$ cat src/rtl/seq_div.sv
// Multi-cycle restoring divider with start/ready handshake and fixed WIDTH+2 cycle latency.
// Define SIGNED_DIV_EN for two's-complement operands; default build is unsigned.
module seq_div #(
  parameter int WIDTH = 16
) (
  input  logic             clk,
  input  logic             rst,
  input  logic             start,
  input  logic [WIDTH-1:0] dividend,
  input  logic [WIDTH-1:0] divisor,
  output logic [WIDTH-1:0] quotient,
  output logic [WIDTH-1:0] remainder,
  output logic             ready,
  output logic             done,
  output logic             div_by_zero
);

  localparam int CW = $clog2(WIDTH);

  typedef enum logic [1:0] {
    S_IDLE = 2'd0,
    S_RUN  = 2'd1,
    S_FIX  = 2'd2,
    S_DONE = 2'd3
  } state_t;

`ifdef SIGNED_DIV_EN
  function automatic logic [WIDTH-1:0] negate(input logic [WIDTH-1:0] x);
    return ~x + {{(WIDTH-1){1'b0}}, 1'b1};
  endfunction
`endif

  state_t           state_q, state_d;
  logic [WIDTH:0]   r_q, r_d;
  logic [WIDTH-1:0] q_q, q_d;
  logic [WIDTH-1:0] d_q, d_d;
  logic [CW-1:0]    count_q, count_d;
  logic             dz_q, dz_d;
  logic [WIDTH-1:0] quotient_q, quotient_d;
  logic [WIDTH-1:0] remainder_q, remainder_d;
  logic             ready_q, ready_d;
  logic             done_q, done_d;
  logic             div_by_zero_q, div_by_zero_d;
`ifdef SIGNED_DIV_EN
  logic             a_neg_q, a_neg_d;
  logic             b_neg_q, b_neg_d;
`endif

  logic [WIDTH+1:0] trial;
  logic [WIDTH-1:0] a_mag;
  logic [WIDTH-1:0] b_mag;
  logic [WIDTH-1:0] q_fix;
  logic [WIDTH-1:0] r_fix;

  // Trial subtraction of the divisor from the left-shifted partial remainder.
  always_comb begin
    trial = {r_q, q_q[WIDTH-1]} - {2'b00, d_q};
  end

  // Operand magnitudes at load and sign correction of the raw result at FIX.
  always_comb begin
`ifdef SIGNED_DIV_EN
    a_mag = dividend[WIDTH-1] ? negate(dividend) : dividend;
    b_mag = divisor[WIDTH-1]  ? negate(divisor)  : divisor;
    q_fix = (a_neg_q ^ b_neg_q) ? negate(q_q) : q_q;
    r_fix = a_neg_q ? negate(r_q[WIDTH-1:0]) : r_q[WIDTH-1:0];
`else
    a_mag = dividend;
    b_mag = divisor;
    q_fix = q_q;
    r_fix = r_q[WIDTH-1:0];
`endif
  end

  // Next-state and datapath control.
  always_comb begin
    state_d       = state_q;
    r_d           = r_q;
    q_d           = q_q;
    d_d           = d_q;
    count_d       = count_q;
    dz_d          = dz_q;
    quotient_d    = quotient_q;
    remainder_d   = remainder_q;
    div_by_zero_d = div_by_zero_q;
`ifdef SIGNED_DIV_EN
    a_neg_d       = a_neg_q;
    b_neg_d       = b_neg_q;
`endif
    case (state_q)
      S_IDLE, S_DONE: begin
        if (start) begin
          state_d       = S_RUN;
          r_d           = {(WIDTH+1){1'b0}};
          q_d           = a_mag;
          d_d           = b_mag;
          count_d       = {CW{1'b0}};
          dz_d          = (divisor == {WIDTH{1'b0}});
          div_by_zero_d = 1'b0;
`ifdef SIGNED_DIV_EN
          a_neg_d       = dividend[WIDTH-1];
          b_neg_d       = divisor[WIDTH-1];
`endif
        end else begin
          state_d = S_IDLE;
        end
      end
      S_RUN: begin
        if (trial[WIDTH+1]) begin
          r_d = {r_q[WIDTH-1:0], q_q[WIDTH-1]};
          q_d = {q_q[WIDTH-2:0], 1'b0};
        end else begin
          r_d = trial[WIDTH:0];
          q_d = {q_q[WIDTH-2:0], 1'b1};
        end
        count_d = count_q + CW'(1);
        if (count_q == CW'(WIDTH-1)) begin
          state_d = S_FIX;
        end else begin
          state_d = S_RUN;
        end
      end
      S_FIX: begin
        // With a zero divisor every step succeeds, so R ends up holding |dividend|
        // and r_fix already reproduces the raw dividend bits.
        quotient_d    = dz_q ? {WIDTH{1'b1}} : q_fix;
        remainder_d   = r_fix;
        div_by_zero_d = dz_q;
        state_d       = S_DONE;
      end
      default: begin
        state_d = S_IDLE;
      end
    endcase
    ready_d = (state_d == S_IDLE) || (state_d == S_DONE);
    done_d  = (state_d == S_DONE);
  end

  // State and output registers with synchronous reset.
  always_ff @(posedge clk) begin
    if (rst) begin
      state_q       <= S_IDLE;
      r_q           <= {(WIDTH+1){1'b0}};
      q_q           <= {WIDTH{1'b0}};
      d_q           <= {WIDTH{1'b0}};
      count_q       <= {CW{1'b0}};
      dz_q          <= 1'b0;
      quotient_q    <= {WIDTH{1'b0}};
      remainder_q   <= {WIDTH{1'b0}};
      ready_q       <= 1'b1;
      done_q        <= 1'b0;
      div_by_zero_q <= 1'b0;
`ifdef SIGNED_DIV_EN
      a_neg_q       <= 1'b0;
      b_neg_q       <= 1'b0;
`endif
    end else begin
      state_q       <= state_d;
      r_q           <= r_d;
      q_q           <= q_d;
      d_q           <= d_d;
      count_q       <= count_d;
      dz_q          <= dz_d;
      quotient_q    <= quotient_d;
      remainder_q   <= remainder_d;
      ready_q       <= ready_d;
      done_q        <= done_d;
      div_by_zero_q <= div_by_zero_d;
`ifdef SIGNED_DIV_EN
      a_neg_q       <= a_neg_d;
      b_neg_q       <= b_neg_d;
`endif
    end
  end

  assign quotient    = quotient_q;
  assign remainder   = remainder_q;
  assign ready       = ready_q;
  assign done        = done_q;
  assign div_by_zero = div_by_zero_q;

endmodule

$ cat config.mk
export PLATFORM = sky130hd
export DESIGN_NAME = seq_div
export DESIGN_NICKNAME = d
export VERILOG_FILES = /design/src/rtl/seq_div.sv
export SDC_FILE = /design/constraint.sdc
export NUM_CORES = 1
export LEC_CHECK = 0
export CELL_PAD_IN_SITES_DETAIL_PLACEMENT = 0
export CELL_PAD_IN_SITES_GLOBAL_PLACEMENT = 1
export CORE_ASPECT_RATIO = 0.8
export CORE_MARGIN = 4
export CORE_UTILIZATION = 40
export DETAILED_ROUTE_END_ITERATION = 10
export GPL_ROUTABILITY_DRIVEN = 0
export PLACE_DENSITY = 0.77
export SYNTH_ARGS = -nofsm -noshare
export SYNTH_HDL_FRONTEND = slang
export SYNTH_SLANG_ARGS = --single-unit
$ cat constraint.sdc
create_clock -name clk -period 3.2 [get_ports clk]
set_input_delay 0.64 -clock clk [delete_from_list [all_inputs] [get_ports clk]]
set_output_delay 0.64 -clock clk [all_outputs]
set_load 0.1 [all_outputs]
==> impl_results.md, run 1 <==
* Vias in the first global route at ~3700
* VDD IR max at 0.2538 mV
* Slowest stage delay, CP at 0.35 ns
* Critical Path AT at about 2.8 ns
* Root Buffer: clkbuf_16
* Met2 usage at between 20% and 30%
* Fin crit period at ~2.6 ns
* Die Ht at 102.5 um
* Post-Synthesis Net Count at just under 600
* GRT Residual Overflow at 0
* Reg2reg start: d_q[14]
* GR peak layer: met2
* Core Region at around 11000 um2
* Routed len/inst at between 10 and 15 um
* Detailed Routing Iterations Pass 1 at 4
* CTS Sinks at 91
* Final worst slack at slightly above 0.6 ns
* DRC at 0
* Crit. End Element: flop
* Commonest non-fill, non-tap cell in the layout: dfxtp_1
* Clk buf depth at 2
* Sequential fraction of the synthesis area at between 40% and 50%
* N_diodes at 0
* Slew Viols, Final at 0
* Critical path, cell by cell: inv_1 -> ha_1 -> a21o_1 -> a211o_1 -> and2_0 -> a311o_1 -> nor2_2 -> buf_4 -> mux2i_1 -> o21ai_1
* Share of cells above drive strength 1 at between 10% and 20%
* Clock Skew at approximately 0.0063 ns
* Top-Level Pins at 70
* Gr usage total at between 15 and 20%
* Num rows at 34
* Min-delay src: d_q[7]
* Cts repair resizes at 0
* Nets at between 600 and 700
* Initial Utilization at around two fifths
* Hold Crit Class: flop to flop
* Area Growth Syn to Fin at 21.93%
* Fmax at ~390 MHz
* DRT antenna net count at 0
* Slowest cell on the critical path: a311o_1
* CTS H-Tree Depth at 3
* Via density at between 5 and 6
* Pleak at approximately 2.1 nW
* Grt met1 use at a little under a quarter
* PwrDens at ~550 nW/um2
* Dpl hpwl at 7.670 mm
* Final WL at approximately 11 mm
* Hold_buf cts at 0
* Avg Cell Area, Syn at 8.278 um2
* Syn Inst Count at approximately 540
* Initial DRC count at about 160
* Final Hold Vio Count at 0
* Fillers at 1078
* Final setup TNS at 0 ns
* Unrepaired setup endpoints after global routing: false
* Power Total at about 3 mW
* Die Wd at 126.1 um
* Routing usage on met3 at ~4.4%
* PortBufs at approximately 70
* Max-slew headroom at 25.26%
* Initial antenna violation count at 0
* Clk slew on worst S/H paths at around 0.06 ns
* Fin crit share at roughly four fifths
* Crit Path Class: flop to flop
* Final setup fails at 0
* Status: completed
* Crit path from: d_q[14]
* Most frequent cells in the layout: dfxtp_1 (91), nor2_1 (85), nand2_1 (69), mux2i_1 (44), buf_4 (40)
* Synth Register Bits at slightly above 90
* Synth top area share at slightly above 40%
* Worst Path Required at approximately 3.4 ns
* Cell variety after synth at 45
* Vias at approximately 3800
* CP Launch Type: flop
* Crit-path max FO at 20
* Post-placement setup slack at between 0.3 and 0.4 ns
* Die area at about 13000 um2
* Synth warn at 0
* CTS buffer count at 9
* Largest area contributor in the netlist: dfxtp_1
* Pin count of the biggest net entering global routing at 47
* Max-cap viol count at 0
* Actual slew at the worst max-slew pin at between 1 and 1.5 ns
* First-pass GRT wire length at about 18 mm
* Setup Fix Bufs, Post-CTS at 0
* Clk_lat worst skew at around 0.34 ns
* CTS tree: built
* Post-Syn Area at approximately 4500 um2
* Synth top area cells: dfxtp_1 (41%), mux2i_1 (9.9%), nor2_1 (7.2%)
[state kept, by name (all words and copies together), names as in the netlist]
| signal | cells |
|---|---|
| remainder | 16 |
| r_q | 17 |
| dz_q | 1 |
| done | 1 |
| ready | 1 |
| q_fix | 16 |
| state_q | 2 |
| count_q | 4 |
| d_q | 16 |
| quotient | 16 |
| div_by_zero | 1 |
[synthesized netlist by cell type, drive strengths merged]
master / instances
a2111oi: 2
a211o: 1
a211oi: 32
a21boi: 1
a21o: 5
a21oi: 38
a22o: 2
a22oi: 2
a2bb2oi: 3
a311o: 1
a31o: 2
a41oi: 2
and2: 3
buf: 10
clkbuf: 22
dfxtp: 91
fa: 1
ha: 20
inv: 20
mux2i: 44
nand2: 69
nand2b: 2
nand3: 8
nand4: 4
nor2: 87
nor2b: 5
nor3: 7
nor3b: 2
nor4: 4
o2111a: 1
o2111ai: 2
o211ai: 2
o21a: 3
o21ai: 25
or2: 3
xnor2: 6
xor2: 7
[area by class of cell]
cell class | count | area (um2) | share of cell area [%]
clock inverter | 3 | 21.27 | 0.3910
clock buffer | 13 | 270.3 | 4.968
timing repair buffer | 74 | 635.6 | 11.68
sequential | 91 | 1822 | 33.49
tap | 144 | 180.2 | 3.312
inverter | 20 | 75.07 | 1.380
multi-input combinational | 396 | 2436 | 44.78
[power by group]
group	internal, mW	switching, mW
clock network	0.591	0.437
logic	0.315	0.409
registers	1.19	0.0417
[routing by layer]
| layer | vias to the layer above | part of all wire [%] | wire (um) |
|---|---|---|---|
| li1 | 1974 | - | - |
| met2 | 60 | 42 | 4581 |
| met3 | 20 | 3.5 | 380 |
| met1 | 1749 | 52 | 5655 |
| met4 | 0 | 2.2 | 240 |
| met5 | - | 0 | 0 |
[final timing paths]
path | to | slack [ns] | cells past startpoint
setup / recovery | r_q[15] | 0.60 | 10
hold / removal | d_q[7] | 0.45 | 2
setup reg to reg | r_q[15] | 0.60 | 10
hold reg to reg | d_q[7] | 0.45 | 2
[cell families (layout without fill, tap and decap cells)]
group	Yosys count	after routing	synth area share, %
AND/OR/NAND/NOR	194	194	18.14
AO/OA/AOI/OAI	124	124	17.86
flip-flops	91	91	40.83
buffers and inverters	52	110	4.683
multiplexers	44	44	9.871
adder cells (fa/ha/maj)	21	21	6.057
XOR/XNOR	13	13	2.552
[through the flow]
stage                     util, %  hold slack [ns]  instance area [um2]  instances
after floorplan                 -           0.4363                 4462        539
after global placement      47.28           0.4470                 5149        725
after detailed placement    47.28           0.4463                 5149        725
after CTS                   49.95           0.4552                 5440        741
after global routing        49.95           0.4776                 5440        741
final                       49.95           0.4536                 5440        741
[critical path: cells and delay by family, from the launching register on]
family                   cells  cell delay (ns)
AO/OA/AOI/OAI                4             0.95
AND/OR/NAND/NOR              2             0.26
buffers and inverters        2             0.37
adder cells (fa/ha/maj)      1             0.33
flip-flops                   1             0.34
multiplexers                 1             0.24
Note: power is estimated with default switching activity, not from simulation.
==> run 2: changes to the inputs <==
--- a/config.mk
+++ b/config.mk
@@ -9,10 +9,10 @@
 export CELL_PAD_IN_SITES_GLOBAL_PLACEMENT = 1
 export CORE_ASPECT_RATIO = 0.8
 export CORE_MARGIN = 4
-export CORE_UTILIZATION = 40
+export CORE_UTILIZATION = 36
 export DETAILED_ROUTE_END_ITERATION = 10
 export GPL_ROUTABILITY_DRIVEN = 0
-export PLACE_DENSITY = 0.77
+export PLACE_DENSITY = 0.73
 export SYNTH_ARGS = -nofsm -noshare
 export SYNTH_HDL_FRONTEND = slang
 export SYNTH_SLANG_ARGS = --single-unit
==> constraint.sdc (replaced) <==
create_clock -name clk -period 2.35 [get_ports clk]
set_input_delay 0.47 -clock clk [delete_from_list [all_inputs] [get_ports clk]]
set_output_delay 0.47 -clock clk [all_outputs]
set_load 0.1 [all_outputs]
==> run 2 against run 1 <==
Against the previous run: non-clock buffer count grew 33; clock power grew 61%; flip-flop and latch count unchanged; fmax grew 13%; hold slack better by 0.0016 ns; global-route usage shrank 0.19 points; worst setup slack got worse by 0.54 ns; critical path depth unchanged; total power up 58%; first-iteration DRC count up 87%; critical endpoint is now r_q[10]; highest routed layer unchanged.
==> impl_results.md, run 2 (same netlist as run 1, synthesis figures left out) <==
* Status: completed
* Final setup fails at 0
* Top-Level Pins at 70
* Clk_lat worst skew at around 0.34 ns
* Die area at around 14000 um2
* Crit. End Element: flop
* CTS buffer count at 9
* GRT Residual Overflow at 0
* Crit-path max FO at 5
* Clock Skew at between 0.005 and 0.006 ns
* Commonest non-fill, non-tap cell in the layout: dfxtp_1
* Worst Path Required at between 2 and 3 ns
* Critical Path AT at roughly 2.5 ns
* Root Buffer: clkbuf_16
* VDD IR max at between 0.3 and 0.4 mV
* PwrDens at a little under 800 nW/um2
* Fin crit period at 2.290 ns
* Detailed Routing Iterations Pass 1 at 4
* Die Ht at ~110 um
* Actual slew at the worst max-slew pin at a little over 0.7 ns
* Routed len/inst at approximately 15 um
* CTS H-Tree Depth at 3
* Largest register FFs at 17
* DRT antenna net count at 0
* Biggest register: r_q
* Final setup TNS at 0 ns
* CTS tree: built
* Gr usage total at around 17%
* Hold Crit Class: flop to flop
* Fin crit share at between 90% and 100%
* Slew Viols, Final at 0
* Nets at just under 700
* Max-slew headroom at ~52%
* DRC at 0
* Register area at 1827 um2
* Initial Utilization at 36.69%
* Area Growth Syn to Fin at 34.60%
* Final Hold Vio Count at 0
* Pleak at 2.344 nW
* Area occupied by multi-input gates at 2628 um2
* Placed cell count at between 700 and 800
* Initial antenna violation count at 0
* PortBufs at 69
* Core Region at about 12000 um2
* Dpl hpwl at 8.405 mm
* N_diodes at 0
* Max-cap viol count at 0
* Crit Path Class: flop to flop
* Final WL at approximately 12 mm
* Unrepaired setup endpoints after global routing: true
* Vias at around 4000
* Clk buf depth at 2
* Pin count of the biggest net entering global routing at 38
* Fmax at 436.6 MHz
* Vias in the first global route at just under 4000
* Clk slew on worst S/H paths at about 0.060 ns
* Fin cells at approximately 780
* First-pass GRT wire length at ~20 mm
* CTS Sinks at 91
* Initial DRC count at around 310
* Fillers at 1174
* Die Wd at 132.5 um
* Share of cells above drive strength 1 at approximately a fifth
* Most frequent cells in the layout: dfxtp_1 (87), nor2_1 (85), buf_4 (69), nand2_1 (66), mux2i_1 (43)
* CP Launch Type: flop
* Via density at ~5.1
* Num rows at 36
run 2: changes by cell type in the layout (fill, tap and decap cells not counted), moves of 4 or more:
cell	previous run	this run
buf_4	40	69
dfxtp_1	91	87
dfxtp_2	0	4
ha_1	19	9
ha_4	0	7
run 2: worst paths after layout:
kind,from,endpoint,slack [ns],cells past startpoint
hold / removal,d_q[7],d_q[7],0.46,2
hold reg to reg,d_q[7],d_q[7],0.46,2
setup reg to reg,d_q[14],r_q[10],0.06,10
setup / recovery,d_q[14],r_q[10],0.06,10
run 2: final cells by class:
| class | instances | area share [%] |
|---|---|---|
| clock buffers | 11 | 4.042 |
| multi-input cells | 396 | 43.75 |
| clock inverters | 4 | 1.646 |
| flip-flops and latches | 91 | 30.42 |
| well taps | 152 | 3.167 |
| repair buffers | 107 | 15.73 |
| inverters | 20 | 1.250 |
run 2: worst max-delay path: stages (launching register included):
cell       delay (ns)
dfxtp_2          0.33
inv_2            0.04
ha_4             0.20
a21o_1           0.17
a211o_1          0.26
and2_0           0.15
a311o_1          0.32
nor2_4           0.14
bufbuf_16        0.29
mux2i_1          0.19
o21ai_1          0.07
run 2: power breakdown:
group	switching [mW]	internal, mW
clock network	0.592	1.07
registers	0.0575	1.62
logic	0.680	0.706
total	1.33	3.39
run 2: what timing repair did:
item                                    4_1_cts  5_1_grt
endpoints found under the setup margin       14       18
buffers inserted                              3        1
endpoints found under the hold margin         0        0
pin swaps                                     2        8
gates cloned                                  2        0
gates resized for setup                      12       34
hold buffers                                  0        0
run 2: per-layer routing:
metal | GRT usage [%] | up-vias | part of all wire [%]
li1 | - | 2044 | -
met1 | 23.51 | 1846 | 50
met2 | 27.28 | 67 | 46
met3 | 3.925 | 6 | 3.9
met4 | 4.080 | 0 | 0.70
met5 | 0 | - | 0
run 2: stage by stage:
stage	setup WS [ns]	area, um2	total power [mW]	utilization [%]	hold WS (ns)
floorplan	0.06439	4462	2.462	-	0.4363
finish	0.05977	6006	4.716	49.38	0.4552
global placement	0.04635	5374	2.766	44.19	0.4464
global route	-0.04703	6006	4.948	49.38	0.4806
detailed placement	-0.01812	5374	2.780	44.19	0.4500
CTS	0.003590	5843	4.671	48.05	0.4587
